[src/rtl/mux_pkg.sv]
// Shared definitions for the N-to-1 registered mux with fixed/round-robin selection.
package mux_pkg;

  localparam logic MODE_FIXED = 1'b0;
  localparam logic MODE_RR    = 1'b1;

  typedef enum logic {
    EMPTY = 1'b0,
    FULL  = 1'b1
  } oreg_state_e;

endpackage

[src/rtl/mux_nx1_rr_rr_pick.sv]
// Round-robin picker: first requester at or after ptr, wrapping modulo N.
// Built as rotate (so ptr lands at bit 0), priority-encode, un-rotate.
module rr_pick #(
  parameter  int N    = 4,
  localparam int SELW = $clog2(N)
) (
  input  logic [N-1:0]    req,
  input  logic [SELW-1:0] ptr,
  output logic            gnt_vld,
  output logic [SELW-1:0] gnt_idx
);

  localparam logic [SELW:0] N_W = (SELW+1)'(N);

  logic [N-1:0]    rot;
  logic [SELW:0]   pos;
  logic [SELW-1:0] off;
  logic [SELW:0]   sum;

  // Rotate, priority-encode the lowest rotated bit, then map back to a channel index.
  always_comb begin
    rot     = '0;
    pos     = '0;
    off     = '0;
    sum     = '0;
    gnt_vld = 1'b0;
    gnt_idx = '0;
    for (int k = 0; k < N; k++) begin
      pos = {1'b0, ptr} + (SELW+1)'(k);
      if (pos >= N_W) pos = pos - N_W;
      rot[k] = req[pos[SELW-1:0]];
    end
    for (int k = N-1; k >= 0; k--) begin
      if (rot[k]) begin
        gnt_vld = 1'b1;
        off     = SELW'(k);
      end
    end
    sum = {1'b0, ptr} + {1'b0, off};
    if (sum >= N_W) sum = sum - N_W;
    gnt_idx = sum[SELW-1:0];
  end

endmodule

[src/rtl/mux_nx1_rr.sv]
// N-channel registered mux with valid/ready on every port; fixed or round-robin pick.
//
//   state | meaning
//   ------+----------------------------------------------
//   EMPTY | output register holds nothing, out_valid=0
//   FULL  | output register holds a word, out_valid=1
//
// Single stage, no skid buffer: out_ready feeds in_ready combinationally.
module mux_nx1_rr #(
  parameter  int N    = 4,
  parameter  int W    = 8,
  localparam int SELW = $clog2(N)
) (
  input  logic            clk,
  input  logic            rst_n,
  input  logic            mode,
  input  logic [SELW-1:0] sel,
  input  logic [N*W-1:0]  in_data,
  input  logic [N-1:0]    in_valid,
  output logic [N-1:0]    in_ready,
  output logic [W-1:0]    out_data,
  output logic [SELW-1:0] out_ch,
  output logic            out_valid,
  input  logic            out_ready
);

  import mux_pkg::*;

  oreg_state_e     state_q, state_d;
  logic [SELW-1:0] ptr_q;
  logic            rr_vld;
  logic [SELW-1:0] rr_idx;
  logic            fix_vld;
  logic            gnt_vld;
  logic [SELW-1:0] gnt_idx;
  logic [W-1:0]    gnt_data;
  logic            load_en;
  logic            xfer;

  rr_pick #(.N(N)) u_rr_pick (
    .req     (in_valid),
    .ptr     (ptr_q),
    .gnt_vld (rr_vld),
    .gnt_idx (rr_idx)
  );

  // Grant selection: fixed select (out-of-range sel never grants) or round-robin.
  always_comb begin
    fix_vld = 1'b0;
    for (int i = 0; i < N; i++) begin
      if (sel == SELW'(i)) fix_vld = in_valid[i];
    end
    if (mode == MODE_RR) begin
      gnt_vld = rr_vld;
      gnt_idx = rr_idx;
    end else begin
      gnt_vld = fix_vld;
      gnt_idx = sel;
    end
  end

  // Ready fan-out and granted data; rst_n gating keeps in_ready low during reset.
  always_comb begin
    load_en  = rst_n & ((state_q == EMPTY) | out_ready);
    xfer     = load_en & gnt_vld;
    in_ready = '0;
    gnt_data = '0;
    for (int i = 0; i < N; i++) begin
      if (gnt_idx == SELW'(i)) begin
        in_ready[i] = xfer;
        gnt_data    = in_data[i*W +: W];
      end
    end
  end

  // Output register occupancy.
  always_ff @(posedge clk or negedge rst_n) begin
    if (!rst_n) state_q <= EMPTY;
    else        state_q <= state_d;
  end

  // Next occupancy: load wins over drain so a simultaneous drain+load stays FULL.
  always_comb begin
    state_d = state_q;
    if (xfer)                                state_d = FULL;
    else if (state_q == FULL && out_ready)   state_d = EMPTY;
  end

  assign out_valid = (state_q == FULL);

  // Output word and source channel; held on drain and under back-pressure.
  always_ff @(posedge clk or negedge rst_n) begin
    if (!rst_n) begin
      out_data <= '0;
      out_ch   <= '0;
    end else if (xfer) begin
      out_data <= gnt_data;
      out_ch   <= gnt_idx;
    end
  end

  // Round-robin pointer: moves past the winner, only on round-robin transfers.
  always_ff @(posedge clk or negedge rst_n) begin
    if (!rst_n) begin
      ptr_q <= '0;
    end else if (xfer && mode == MODE_RR) begin
      ptr_q <= (gnt_idx == SELW'(N-1)) ? '0 : gnt_idx + SELW'(1);
    end
  end

endmodule
[config.mk]
export PLATFORM = sky130hd
export DESIGN_NAME = mux_nx1_rr
export DESIGN_NICKNAME = d
export VERILOG_FILES = /design/src/rtl/mux_pkg.sv /design/src/rtl/mux_nx1_rr_rr_pick.sv /design/src/rtl/mux_nx1_rr.sv
export SDC_FILE = /design/constraint.sdc
export NUM_CORES = 1
export LEC_CHECK = 0
export ABC_CLOCK_PERIOD_IN_PS = 4100
export CAP_MARGIN = 15
export CORE_MARGIN = 2
export CORE_UTILIZATION = 39
export CTS_CLUSTER_DIAMETER = 60
export CTS_CLUSTER_SIZE = 25
export DETAILED_ROUTE_END_ITERATION = 12
export PLACE_DENSITY = 0.8
export SLEW_MARGIN = 10
export SYNTH_ARGS = -nofsm -noshare
export SYNTH_HDL_FRONTEND = slang
export SYNTH_HIERARCHICAL = 1
export SYNTH_SLANG_ARGS = --single-unit
export TNS_END_PERCENT = 20
[constraint.sdc]
create_clock -name clk -period 4.1 [get_ports clk]
set_input_delay 0.82 -clock clk [delete_from_list [all_inputs] [get_ports clk]]
set_output_delay 0.82 -clock clk [all_outputs]
set_load 0.01 [all_outputs]
Word level (Yosys, flattened, before mapping) --
Cells that the tools add are included.
Operators by class: add/subtract/negate cells 10, order comparisons 9, equality and inequality tests 6, mux-type cells 38, bitwise operators 4, reductions and logical operators 5
Operator list (count):
- $mux 8 | 4
- $mux 2 | 11
- $mux 1 | 19
- $ge 3x3->1 const B | 4
- $lt 2x3->1 const B | 4
- $sub 2x1->2 const B | 5
- $bmux 1 s2 | 4
- $eq 2x2->1 const B | 4
- $add 2x2->3 const B | 2
- $eq 2x1->1 const B | 2
- $logic_not 2->1 | 2
- $add 2x1->3 const B | 1
- $add 2x2->3 | 1
- $ge 2x3->1 const B | 1
- $add 2x1->2 const B | 1
- $and 1x1->1 | 2
- $logic_and 1x1->1 | 2
- $reduce_bool 2->1 | 1
- $not 1->1 | 1
- $or 1x1->1 | 1
Storage, ports and cells: register bits after elaboration 13, input bits 42, output and inout port bits 15, logic and storage cells 76

Longest topological paths before layout --
Gate-level depths: netlist of the first run.
word-level depth 18, depth in mapped cells 16, gate-level depth less buffers 14

Modules after synthesis --
Netlist of the first run, hierarchy kept.
Modules (own cells, without submodules):
- mux_nx1_rr | instances 1, cells each 90, area each 908.4 µm²
- rr_pick | instances 1, cells each 25, area each 166.4 µm²

Worst setup path before layout of the first run --
Ideal clock, no wire load.
path type input-to-output, start point input port in_valid[0], end point output port in_ready[3], arrival time 2818 ps, data required time 3280 ps, slack 462 ps, stages 13, path buffers 2, path through nor2_1 -> a2bb2oi_1 -> o211ai_1 -> o21a_1 -> ha_1 -> xnor2_1 -> xnor2_1 -> a21oi_1 -> inv_1 -> ha_1 -> clkbuf_1 -> buf_1 -> and2_2
On the way: cells in the longest elaborated chain, start to end 12, elaborated cells on any way between the ends 29, classes of those cells add/sub (2); order compare (1); eq/ne (1); mux (24); bitwise (1)
Ends and longest elaborated chain:
- from (decl) | RTL line mux_nx1_rr.sv:19 | input logic [N-1:0] in_valid,
- $bmux 1 s2 | RTL line mux_nx1_rr_rr_pick.sv:31 | rot[k] = req[pos[SELW-1:0]];
- $mux 1 (implied by the code) | RTL line mux_nx1_rr_rr_pick.sv:31
- $mux 2 (3 in series) | RTL line mux_nx1_rr_rr_pick.sv:34 | if (rot[k]) begin
- $mux 2 (*) | RTL line mux_nx1_rr_rr_pick.sv:34
- $add 2x2->3 (*) | RTL line mux_nx1_rr_rr_pick.sv:39 | sum = {1'b0, ptr} + {1'b0, off};
- $ge 3x3->1 or $sub 2x1->2 (tied branches) | RTL line mux_nx1_rr_rr_pick.sv:40 | if (sum >= N_W) sum = sum - N_W;
- $mux 2 (*) | RTL line mux_nx1_rr_rr_pick.sv:40
- via rr_idx[1] | RTL line mux_nx1_rr.sv:32 | logic [SELW-1:0] rr_idx;
- $mux 2 (*) | RTL line mux_nx1_rr.sv:53 | if (mode == MODE_RR) begin
- via gnt_idx[1] | RTL line mux_nx1_rr.sv:35 | logic [SELW-1:0] gnt_idx;
- $eq 2x2->1 (*) | RTL line mux_nx1_rr.sv:69 | if (gnt_idx == SELW'(i)) begin
- $mux 1 (*) | RTL line mux_nx1_rr.sv:69
- to (decl) | RTL line mux_nx1_rr.sv:20 | output logic [N-1:0] in_ready,
Mark *: on every way through the listed nets, which the timed path passes. The rest lies on a longest branch. The select of a mux whose other input is x is not followed.

Worst setup path after layout of the first run --
start point input port in_valid[3], end point output port in_ready[3]
The elaborated chain is that of the path after synthesis.

==> results of run 1 <==
[cell families after synthesis]
group | count (synthesis)
AO/OA/AOI/OAI | 32
XOR/XNOR | 2
adder cells (fa/ha/maj) | 5
buffers and inverters | 10
flip-flops | 13
multiplexers | 14
AND/OR/NAND/NOR | 39
[power by group through the flow]
stage / logic (mW) / registers, mW / clock network, mW
after floorplan: 0.384 / 0.246 / 0
after global placement: 0.664 / 0.235 / 0
after detailed placement: 0.682 / 0.239 / 0
after CTS: 0.686 / 0.238 / 0.0808
after global routing: 0.771 / 0.250 / 0.0881
final: 0.708 / 0.241 / 0.0773
[area by class of cell]
cell class	instances	share of cell area (%)
flip-flops and latches	13	18.09
repair buffers	70	36.67
well taps	31	2.157
inverters	4	0.8351
clock buffers	4	1.461
multi-input cells	92	40.78
[final timing paths]
check	endpoint	cells after the start	slack, ns	start
setup / recovery	in_ready[3]	13	0.07	in_valid[3]
min in group asynchronous	ptr_q[1]$_DFFE_PN0P_	2	0.89	rst_n
hold reg to reg	out_data[3]$_DFFE_PN0P_	1	0.51	out_data[3]$_DFFE_PN0P_
max in group asynchronous	out_data[4]$_DFFE_PN0P_	2	3.05	rst_n
setup reg to reg	out_data[4]$_DFFE_PN0P_	16	0.82	ptr_q[1]$_DFFE_PN0P_
hold / removal	out_data[3]$_DFFE_PN0P_	1	0.51	out_data[3]$_DFFE_PN0P_
[registers in the layout, indices dropped and copies added, names as in the netlist]
register and flops:
ptr_q 2, out_ch 2, out_valid 1, out_data 8
[through the flow]
stage | util [%] | power (mW) | area, sq um
final | 66.93 | 1.026 | 1798
after global routing | 66.93 | 1.109 | 1798
after CTS | 65.91 | 1.005 | 1770
after detailed placement | 65.07 | 0.9210 | 1748
after global placement | 65.07 | 0.8992 | 1748
after floorplan | - | 0.6299 | 1075
[Yosys cell counts]
| cell type | number | area share (%) |
|---|---|---|
| or2_1 | 1 | 0.58 |
| a222oi_1 | 1 | 0.93 |
| o21a_1 | 1 | 0.70 |
| mux2_4 | 6 | 8.4 |
| buf_2 | 1 | 0.47 |
| nor2_2 | 1 | 0.58 |
| nor2b_1 | 11 | 6.4 |
| xnor2_1 | 2 | 1.6 |
| o41ai_1 | 1 | 0.82 |
| inv_1 | 4 | 1.4 |
| a221o_1 | 1 | 0.93 |
| o211ai_1 | 1 | 0.70 |
| a2bb2oi_1 | 1 | 0.82 |
| dfrtp_1 | 13 | 30 |
| buf_1 | 1 | 0.35 |
| nor3_1 | 1 | 0.47 |
| ha_1 | 5 | 5.8 |
| clkbuf_1 | 3 | 1.0 |
| nand2b_1 | 1 | 0.58 |
| o22ai_1 | 1 | 0.58 |
| a32oi_1 | 1 | 0.82 |
| mux2_2 | 7 | 7.3 |
| buf_6 | 1 | 1.0 |
| o22a_2 | 1 | 0.93 |
| o31ai_1 | 7 | 4.9 |
| o21ai_0 | 3 | 1.4 |
| o2bb2ai_1 | 1 | 0.82 |
| and2_2 | 4 | 2.8 |
| mux2_1 | 1 | 1.0 |
| nor2_1 | 5 | 1.7 |
| nand2_1 | 14 | 4.9 |
| or2b_2 | 1 | 0.82 |
| a21oi_1 | 5 | 2.3 |
| a221oi_1 | 7 | 5.7 |
[routing by layer]
| metal | track usage, % | up-vias |
|---|---|---|
| li1 | - | 557 |
| met3 | 7.834 | 4 |
| met5 | 0 | - |
| met4 | 9.184 | 0 |
| met1 | 23.17 | 517 |
| met2 | 34.39 | 57 |
[repair_timing]
action | 4_1_cts | 5_1_grt
hold buffers | 0 | 0
resized for setup | 7 | 14
pin swaps | 1 | 2
endpoints found under the hold margin | 0 | 0
setup endpoints to repair | 4 | 4
[cells in the final DEF, fill, tap and decap left out, types with 3 or more instances in the layout]
| master | n |
|---|---|
| clkdlybuf4s50_1 | 49 |
| nand2_1 | 14 |
| dfrtp_1 | 13 |
| buf_4 | 13 |
| nor2b_1 | 10 |
| mux2_2 | 7 |
| a221oi_1 | 7 |
| o31ai_1 | 7 |
| mux2_4 | 6 |
| ha_1 | 5 |
| nor2_1 | 4 |
| and2_2 | 4 |
| a21oi_1 | 4 |
| inv_1 | 3 |
| o21ai_0 | 3 |
| clkbuf_4 | 3 |
[worst reg2reg max path, delay by kind of cell, from the launching register on]
| kind | cells | cell delay, ns |
|---|---|---|
| compound gates | 6 | 1.03 |
| xor+xnor | 2 | 0.31 |
| fa+ha+maj | 2 | 0.36 |
| buf+inv | 3 | 0.47 |
| flops | 1 | 0.54 |
| mux | 1 | 0.27 |
| simple gates | 2 | 0.18 |
==> impl_metrics.ini, run 1 <==
[cts]
cts_root_buf = clkbuf_4
post_cts_buffers = 0
cts_tree = yes
clk_latency_ns = 0.27
cts_buffer_depth = 2
cts_buffers = 3
cts_sinks = 13
path_clk_slew_ns = 0.07
h-tree-depth = 1

[drt]
vias_per_cell = 5.304
drt-pass1-iter-count = 4
wl_met1_microns = 1231
vias = 1135
avgRoutedWirePerCell_microns = 14.70
wl_microns = 3146
dr_wl_met2_microns = 1522
ant_nets = 0
drt-initial-drc-count = 55
drc_errors = 0
top_layer_used = met4
wl_met3_microns = 336

[synthesis]
postSynthCellCount = 115
synth_top_family_by_area = compound AO/OA/AOI/OAI gates
syn_nets = 162
synthSimpleGateAreaFrac_pct = 18.86
synth-seq-area-share_pct = 30.27
syn_area_sq_mm = 0.001075
muxShareOfSynthArea_pct = 16.76
synth.avg_cell_area_sq_um = 9.346
yosys_register_bits = 13
yosys.area_share.adder_pct = 5.821
synthXorXnorAreaFrac_pct = 1.630
synth_cell_types = 34
synth_compound_area_share_pct = 22.35
ys.warnings.count = 6

[power]
ir_drop_mv = 0.3619
p_sw_share_pct = 38.29
switching_power_mw = 0.3929
p_int_mw = 0.6332
power_density_mw_per_mm2 = 570.7
p_comb_share_pct = 69.0
p_clk_share_pct = 7.5
p_leak_nw = 0.7661
sequentialPowerShare_pct = 23.5

[sta]
slew_violations = 0
max_freq_mhz = 248.4
max-slew-margin-rel_pct = 77.07
fin_crit_ns = 4.026
setup_tns_ns = 0
setup_viol = 0
timing.final.ws_setup_ns = 0.07397
worst_pin_slew_ns = 0.3436
skew_ns = 0.001949
period_share_pct = 98.20
hold_viol_final = 0
hold_slack_ns = 0.5091

[placed_design]
place_inst = 210
dpl.hpwl_microns = 2473
globalplace.congestion = 0.8033
pre_cts_slack_ns = -0.2453
io_buffers = 56

[floorplan]
num_rows = 19
start_util_pct = 40.01
die_h_microns = 56.50
core_sq_mm = 0.002686
ioPinCount = 57
die_area_sq_mm = 0.003192
die_width_microns = 56.50

[global_route]
grt.total_usage_pct = 20.62
antenna_found_initial = 0
first_global_vias = 1156
grt_overflow = 0
grt_max_degree = 18
grt_pass1_wl_microns = 5140

[layout]
multi_input_area_sq_um = 733.2
seq_area_sq_um = 325.3
nFillCells = 223
n_antenna_cell = 0
drive_above_1_share_pct = 25.14
layout.cells.non_filler = 214
area_growth_pct = 67.29
nets = 231

[setup_path]
cp.required_ns = 3.28
path_buf_inv = 3
path_class = in -> out
cp_slowest_stage_delay_ns = 0.43
slowest_stage = clkdlybuf4s50_1
cp_top_family = buffers and inverters
arrival_ns = 3.21
endpoint_kind = output port
worstSetupStartpointType = input port
worstPathMaxFanout = 3
crit_chain = clkdlybuf4s50_1, nor2b_2, a21oi_1, o2bb2ai_1, o21a_1, ha_1, xnor2_2, xnor2_2, a21oi_2, inv_2, ha_1, and2_2, clkdlybuf4s15_1

[outcome]
status = finished, final reports clean

[worst_hold_path]
hp-class = reg -> reg

[flow_run]
max_cap_violations = 0
No activity file was read; power rests on OpenSTA's default activity.
==> run 2: changes to the inputs <==
--- a/config.mk
+++ b/config.mk
@@ -8,11 +8,12 @@
 export ABC_CLOCK_PERIOD_IN_PS = 4100
 export CAP_MARGIN = 15
 export CORE_MARGIN = 2
-export CORE_UTILIZATION = 39
+export CORE_UTILIZATION = 40
+export CTS_BUF_LIST = sky130_fd_sc_hd__clkbuf_4 sky130_fd_sc_hd__clkbuf_8
 export CTS_CLUSTER_DIAMETER = 60
 export CTS_CLUSTER_SIZE = 25
 export DETAILED_ROUTE_END_ITERATION = 12
-export PLACE_DENSITY = 0.8
+export PLACE_DENSITY = 0.82
 export SLEW_MARGIN = 10
 export SYNTH_ARGS = -nofsm -noshare
 export SYNTH_HDL_FRONTEND = slang
==> run 2 against run 1 <==
  * Flip-flop and latch count stayed put
  * Clock skew is 0.0053 ns higher
  * Combinational power is 0.6% higher
  * Die area is 2.3% lower
  * Largest power group unchanged
  * Highest routed layer unchanged
==> impl_metrics.ini, run 2 (synthesis results as in run 1) <==
[outcome]
status = finished, final reports clean

[power]
p_sw_share_pct = 38.14
sequentialPowerShare_pct = 23.1
switching_power_mw = 0.3932
p_int_mw = 0.6378
p_leak_nw = 0.7990
p_comb_share_pct = 69.0
ir_drop_mv = 0.4175
power_density_mw_per_mm2 = 564.8
p_clk_share_pct = 7.8

[global_route]
first_global_vias = 1159
antenna_found_initial = 0
grt_overflow = 0
grt_pass1_wl_microns = 5050
grt_max_degree = 18
grt.total_usage_pct = 20.04

[sta]
period_share_pct = 97.54
setup_viol = 0
skew_ns = 0.007284
slew_violations = 0
hold_viol_final = 0
max-slew-margin-rel_pct = 77.61
fin_crit_ns = 3.999
max_freq_mhz = 250.1
rsz0062_at_grt = false
setup_tns_ns = 0
worst_pin_slew_ns = 0.3358
hold_slack_ns = 0.5174

[drt]
drt-pass1-iter-count = 4
vias_per_cell = 5.415
drt-initial-drc-count = 24
wl_microns = 3067
avgRoutedWirePerCell_microns = 14.13
ant_nets = 0
drc_errors = 0
vias = 1175

[layout]
nets = 235
multi_input_area_sq_um = 725.7
largest_reg_flops = 8
top_register = out_data
seq_area_sq_um = 325.3
layout_common_cells = clkdlybuf4s50_1 (49), buf_4 (17), nand2_1 (14)
n_antenna_cell = 0
nFillCells = 187
final_common_cell = clkdlybuf4s50_1
area_growth_pct = 69.85
drive_above_1_share_pct = 25.67
reg.largest.list = out_data x8, out_ch x2, ptr_q x2

[cts]
cts_sinks = 13
h-tree-depth = 1
clk_latency_ns = 0.28
cts_tree = yes
path_clk_slew_ns = 0.09
cts_root_buf = clkbuf_4
hold_buffers = 0
cts_buffer_depth = 2
cts_buffers = 3

[setup_path]
worstRegToRegCells = 17
cp.required_ns = 3.28
path_class = in -> out
worstSetupStartpointType = input port
rr_startpoint = ptr_q[1]$_DFFE_PN0P_
worstPathMaxFanout = 3
reg2reg_slack_ns = 0.76
arrival_ns = 3.18
r2r-end = out_data[2]$_DFFE_PN0P_
endpoint_kind = output port

[floorplan]
die_h_microns = 55.84
start_util_pct = 42.61
die_width_microns = 55.84
num_rows = 18
core_sq_mm = 0.002522
die_area_sq_mm = 0.003118
ioPinCount = 57

[worst_hold_path]
hold_path.startpoint = out_data[3]$_DFFE_PN0P_
holdPathStages = 1
hp-class = reg -> reg
holdPathEnd = out_data[3]$_DFFE_PN0P_

[placed_design]
dpl.hpwl_microns = 2389
io_buffers = 56
globalplace.congestion = 0.8349

[flow_run]
max_cap_violations = 0
run 2: cell types whose count changed in the layout (fill, tap and decap cells not counted), sizes merged:
cell and change:
buf +4, clkdlybuf4s15 -2, dlymetal6s2s +1, dlygate4sd2 +2, clkbuf -2, clkinv +1
run 2: power groups by stage:
stage / Combinational [mW] / Clock, mW / Sequential, mW
2_1_floorplan: 0.384 / 0 / 0.246
3_3_place_gp: 0.668 / 0 / 0.235
3_5_place_dp: 0.686 / 0 / 0.238
4_1_cts: 0.699 / 0.0840 / 0.237
5_1_grt: 0.772 / 0.0887 / 0.250
6_report: 0.712 / 0.0808 / 0.239
run 2: routing by layer:
layer	global-route usage [%]	vias up	routed length, microns
li1	-	569	-
met1	22.37	543	1231
met2	35.54	59	1513
met3	8.372	4	308
met4	4.422	0	14
met5	0	-	0
run 2: worst max path at each step:
| stage | from | end |
|---|---|---|
| 2_1_floorplan | in_valid[0] | in_ready[3] |
| 3_3_place_gp | in_valid[2] | in_ready[0] |
| 3_5_place_dp | in_valid[2] | in_ready[0] |
| 4_1_cts | in_valid[0] | in_ready[0] |
| 5_1_grt | in_valid[3] | in_ready[2] |
| 6_report | in_valid[3] | in_ready[1] |
run 2: area by class of cell:
cell class,instances,area share [%]
multi-input cells,92,39.75
repair buffers,74,38.04
flip-flops and latches,13,17.82
well taps,30,2.056
clock buffers,3,1.234
inverters,4,0.8225
clock inverters,1,0.2742
run 2: critical path, stage by stage:
cell and delay, ns:
clkdlybuf4s50_1 0.43, nor2b_1 0.16, a21oi_1 0.12, o2bb2ai_1 0.08
o21a_1 0.17, ha_2 0.18, xnor2_2 0.13, xnor2_1 0.22
a21oi_2 0.10, buf_4 0.14, ha_1 0.18, and2_2 0.17
dlygate4sd2_1 0.28
run 2: timing repair:
action | CTS | global route
hold endpoints to repair | 0 | 0
resized for setup | 8 | 7
pin swaps | 1 | 4
endpoints found under the setup margin | 4 | 3
buffers inserted | 1 | 2
run 2: metrics by stage:
step	util (%)	std cells	instance area, sq um	setup WS (ns)	total power, mW
2_1_floorplan	-	115	1075	0.4624	0.6299
3_3_place_gp	69.54	210	1754	-0.2014	0.9035
3_5_place_dp	69.54	210	1754	-0.3379	0.9238
4_1_cts	71.18	215	1795	-0.08528	1.020
5_1_grt	72.37	217	1826	0.01043	1.111
6_report	72.37	217	1826	0.1009	1.031
==> run 3: changes to the inputs <==
--- a/config.mk
+++ b/config.mk
@@ -17,6 +17,5 @@
 export SLEW_MARGIN = 10
 export SYNTH_ARGS = -nofsm -noshare
 export SYNTH_HDL_FRONTEND = slang
-export SYNTH_HIERARCHICAL = 1
 export SYNTH_SLANG_ARGS = --single-unit
 export TNS_END_PERCENT = 20
==> run 3 against run 2 <==
  * Clock power barely moved
  * Routed wire length increased by 3.5%
  * Flip-flop and latch count is the same
  * Via count is 2.8% higher
  * Critical path depth down 3
  * Design area decreased by 3.5%
  * Sequential share of layout area rose by 0.65 points
  * Non-clock buffer count is 2 lower
  * Critical endpoint unchanged
==> impl_metrics.ini, run 3 <==
[outcome]
status = finished, final reports clean

[sta]
timing.final.ws_setup_ns = 0.1512
worst_pin_slew_ns = 0.4615
fin_crit_ns = 3.949
rsz0062_at_grt = true
max_freq_mhz = 253.2
slew_violations = 0
max-slew-margin-rel_pct = 69.17
hold_slack_ns = 0.5039
period_share_pct = 96.31
setup_tns_ns = 0
skew_ns = 0.008791
hold_viol_final = 0
setup_viol = 0

[cts]
cts_buffers = 3
hold_buffers = 0
clk_latency_ns = 0.28
h-tree-depth = 1
cts_buffer_depth = 2
cts_sinks = 13
cts_tree = yes
cts_root_buf = clkbuf_4
path_clk_slew_ns = 0.08

[floorplan]
die_h_microns = 55.63
start_util_pct = 42.64
die_width_microns = 55.63
ioPinCount = 57
die_area_sq_mm = 0.003094
num_rows = 18
core_sq_mm = 0.002500

[layout]
largest_reg_flops = 8
n_antenna_cell = 0
layout_common_cells = clkdlybuf4s50_1 (52), a21oi_1 (19), buf_4 (16)
reg.largest.list = out_data x8, out_ch x2, ptr_q x2
top_register = out_data
nets = 239
final_common_cell = clkdlybuf4s50_1
area_growth_pct = 65.26
final_util_pct = 70.47
layout.cells.non_filler = 221
drive_above_1_share_pct = 14.66
final_area_sq_mm = 0.001762

[setup_path]
r2r-end = out_data[5]$_DFFE_PN0P_
reg2reg_slack_ns = 0.99
rr_startpoint = ptr_q[0]$_DFFE_PN0P_
worstPathMaxFanout = 7
crit_end = in_ready[1]
worstSetupStartpointType = input port
path_class = in -> out
arrival_ns = 3.13
endpoint_kind = output port
cp.required_ns = 3.28
worstRegToRegCells = 14
setup.worst_path.start = in_valid[3]

[synthesis]
synth_ff_type = dfrtp_1
synth.most_common_cell = a21oi_1
synth-seq-area-share_pct = 30.52
syn_area_sq_mm = 0.001066
synth-edff-count = 0
yosys-top-cells-area = dfrtp_1 (31%), a21oi_1 (8.9%), ha_1 (5.9%)
yosys-top-cells-count = a21oi_1 (19), dfrtp_1 (13), nor2_1 (13)
synth.avg_cell_area_sq_um = 8.460
synth.top_cell.area_share_pct = 30.52
synth_top_family_by_area = compound AO/OA/AOI/OAI gates
yosys_register_bits = 13
synth_compound_area_share_pct = 25.70
synthSimpleGateAreaFrac_pct = 23.94
yosys.area_share.adder_pct = 5.869
synth_top_area_cell = dfrtp_1
postSynthCellCount = 126
async_reset_ff_share_pct = 100.0
ys.warnings.count = 0
syn_nets = 173
muxShareOfSynthArea_pct = 6.338
synthXorXnorAreaFrac_pct = 0.8216
synth_cell_types = 36

[power]
p_leak_nw = 0.7328
finalPower_mw = 0.9954
power_density_mw_per_mm2 = 565.0
ir_drop_mv = 0.4820

[drt]
drt-initial-drc-count = 31
avgRoutedWirePerCell_microns = 14.37
drc_errors = 0
drt-pass1-iter-count = 4
ant_nets = 0
vias_per_cell = 5.466
vias = 1208
wl_microns = 3175

[global_route]
first_global_vias = 1162
grt_max_degree = 17
grt_overflow = 0
grt_pass1_wl_microns = 5188
antenna_found_initial = 0
grt.total_usage_pct = 20.67

[placed_design]
pre_cts_slack_ns = -0.1931
place_inst = 216
placed_area_sq_mm = 0.001719
dpl.hpwl_microns = 2484
globalplace.congestion = 0.8378
io_buffers = 56

[flow_run]
max_cap_violations = 0

[worst_hold_path]
hp-class = reg -> reg
==> run 3: changes by cell type after synthesis, sizes merged, moves of 2 or more <==
cell and change:
mux2i +3, o31ai -7, buf +3, nor3 +8, nand2 -9, nor3b +2, clkbuf +2, a21oi +14
nor2 +8, mux2 -13, xnor2 -2
==> run 3: logic make-up after synthesis <==
group           Yosys count
simple gates             48
compound gates           39
buf+inv                  15
flops                    13
mux                       5
fa+ha+maj                 5
xor+xnor                  1
==> run 3: routing by layer <==
| layer | wire (microns) | global-route usage (%) | part of all wire [%] | up-vias |
|---|---|---|---|---|
| met5 | 0 | 0 | 0 | - |
| met4 | 45 | 3.136 | 1.4 | 0 |
| met3 | 283 | 6.279 | 8.9 | 6 |
| met2 | 1562 | 36.90 | 49 | 55 |
| met1 | 1283 | 24.82 | 40 | 557 |
| li1 | - | - | - | 590 |
==> run 3: how the worst min path moves through the flow <==
| stage | startpoint | cells past startpoint | end | slack [ns] |
|---|---|---|---|---|
| after floorplan | rst_n | 0 | out_ch[0]$_DFFE_PN0P_ | 0.52 |
| after global placement | out_valid$_DFFE_PN0P_ | 2 | out_valid$_DFFE_PN0P_ | 0.48 |
| after detailed placement | out_data[6]$_DFFE_PN0P_ | 1 | out_data[6]$_DFFE_PN0P_ | 0.49 |
| after CTS | out_data[6]$_DFFE_PN0P_ | 1 | out_data[6]$_DFFE_PN0P_ | 0.51 |
| after global routing | out_data[6]$_DFFE_PN0P_ | 1 | out_data[6]$_DFFE_PN0P_ | 0.54 |
| final | out_data[6]$_DFFE_PN0P_ | 1 | out_data[6]$_DFFE_PN0P_ | 0.50 |
==> run 3: final cells by class <==
class | count | area (sq um)
clock inverters | 1 | 5.005
repair buffers | 72 | 675.6
flip-flops and latches | 13 | 325.3
inverters | 4 | 15.01
fillers | 193 | 738.2
clock buffers | 3 | 22.52
well taps | 30 | 37.54
multi-input cells | 98 | 680.7
==> run 3: critical path, stage by stage <==
cell and delay [ns]:
dlygate4sd2_1 0.30, buf_4 0.17, o21ba_2 0.20, o32a_1 0.17
o221ai_1 0.19, xor2_1 0.27, a21o_1 0.18, ha_1 0.17
and2_1 0.12, clkdlybuf4s50_1 0.53
==> run 3: what timing repair did <==
action	in CTS	in global routing
endpoints found under the setup margin	4	4
cloned	0	0
pin swaps	0	0
setup buffers	1	0
resized for setup	5	1
==> run 3: where the power goes <==
group | leakage [nW] | switching (mW) | internal [mW]
Combinational | 0.566 | 0.311 | 0.365
Clock | 0.0177 | 0.0447 | 0.0362
Sequential | 0.149 | 0.0502 | 0.189
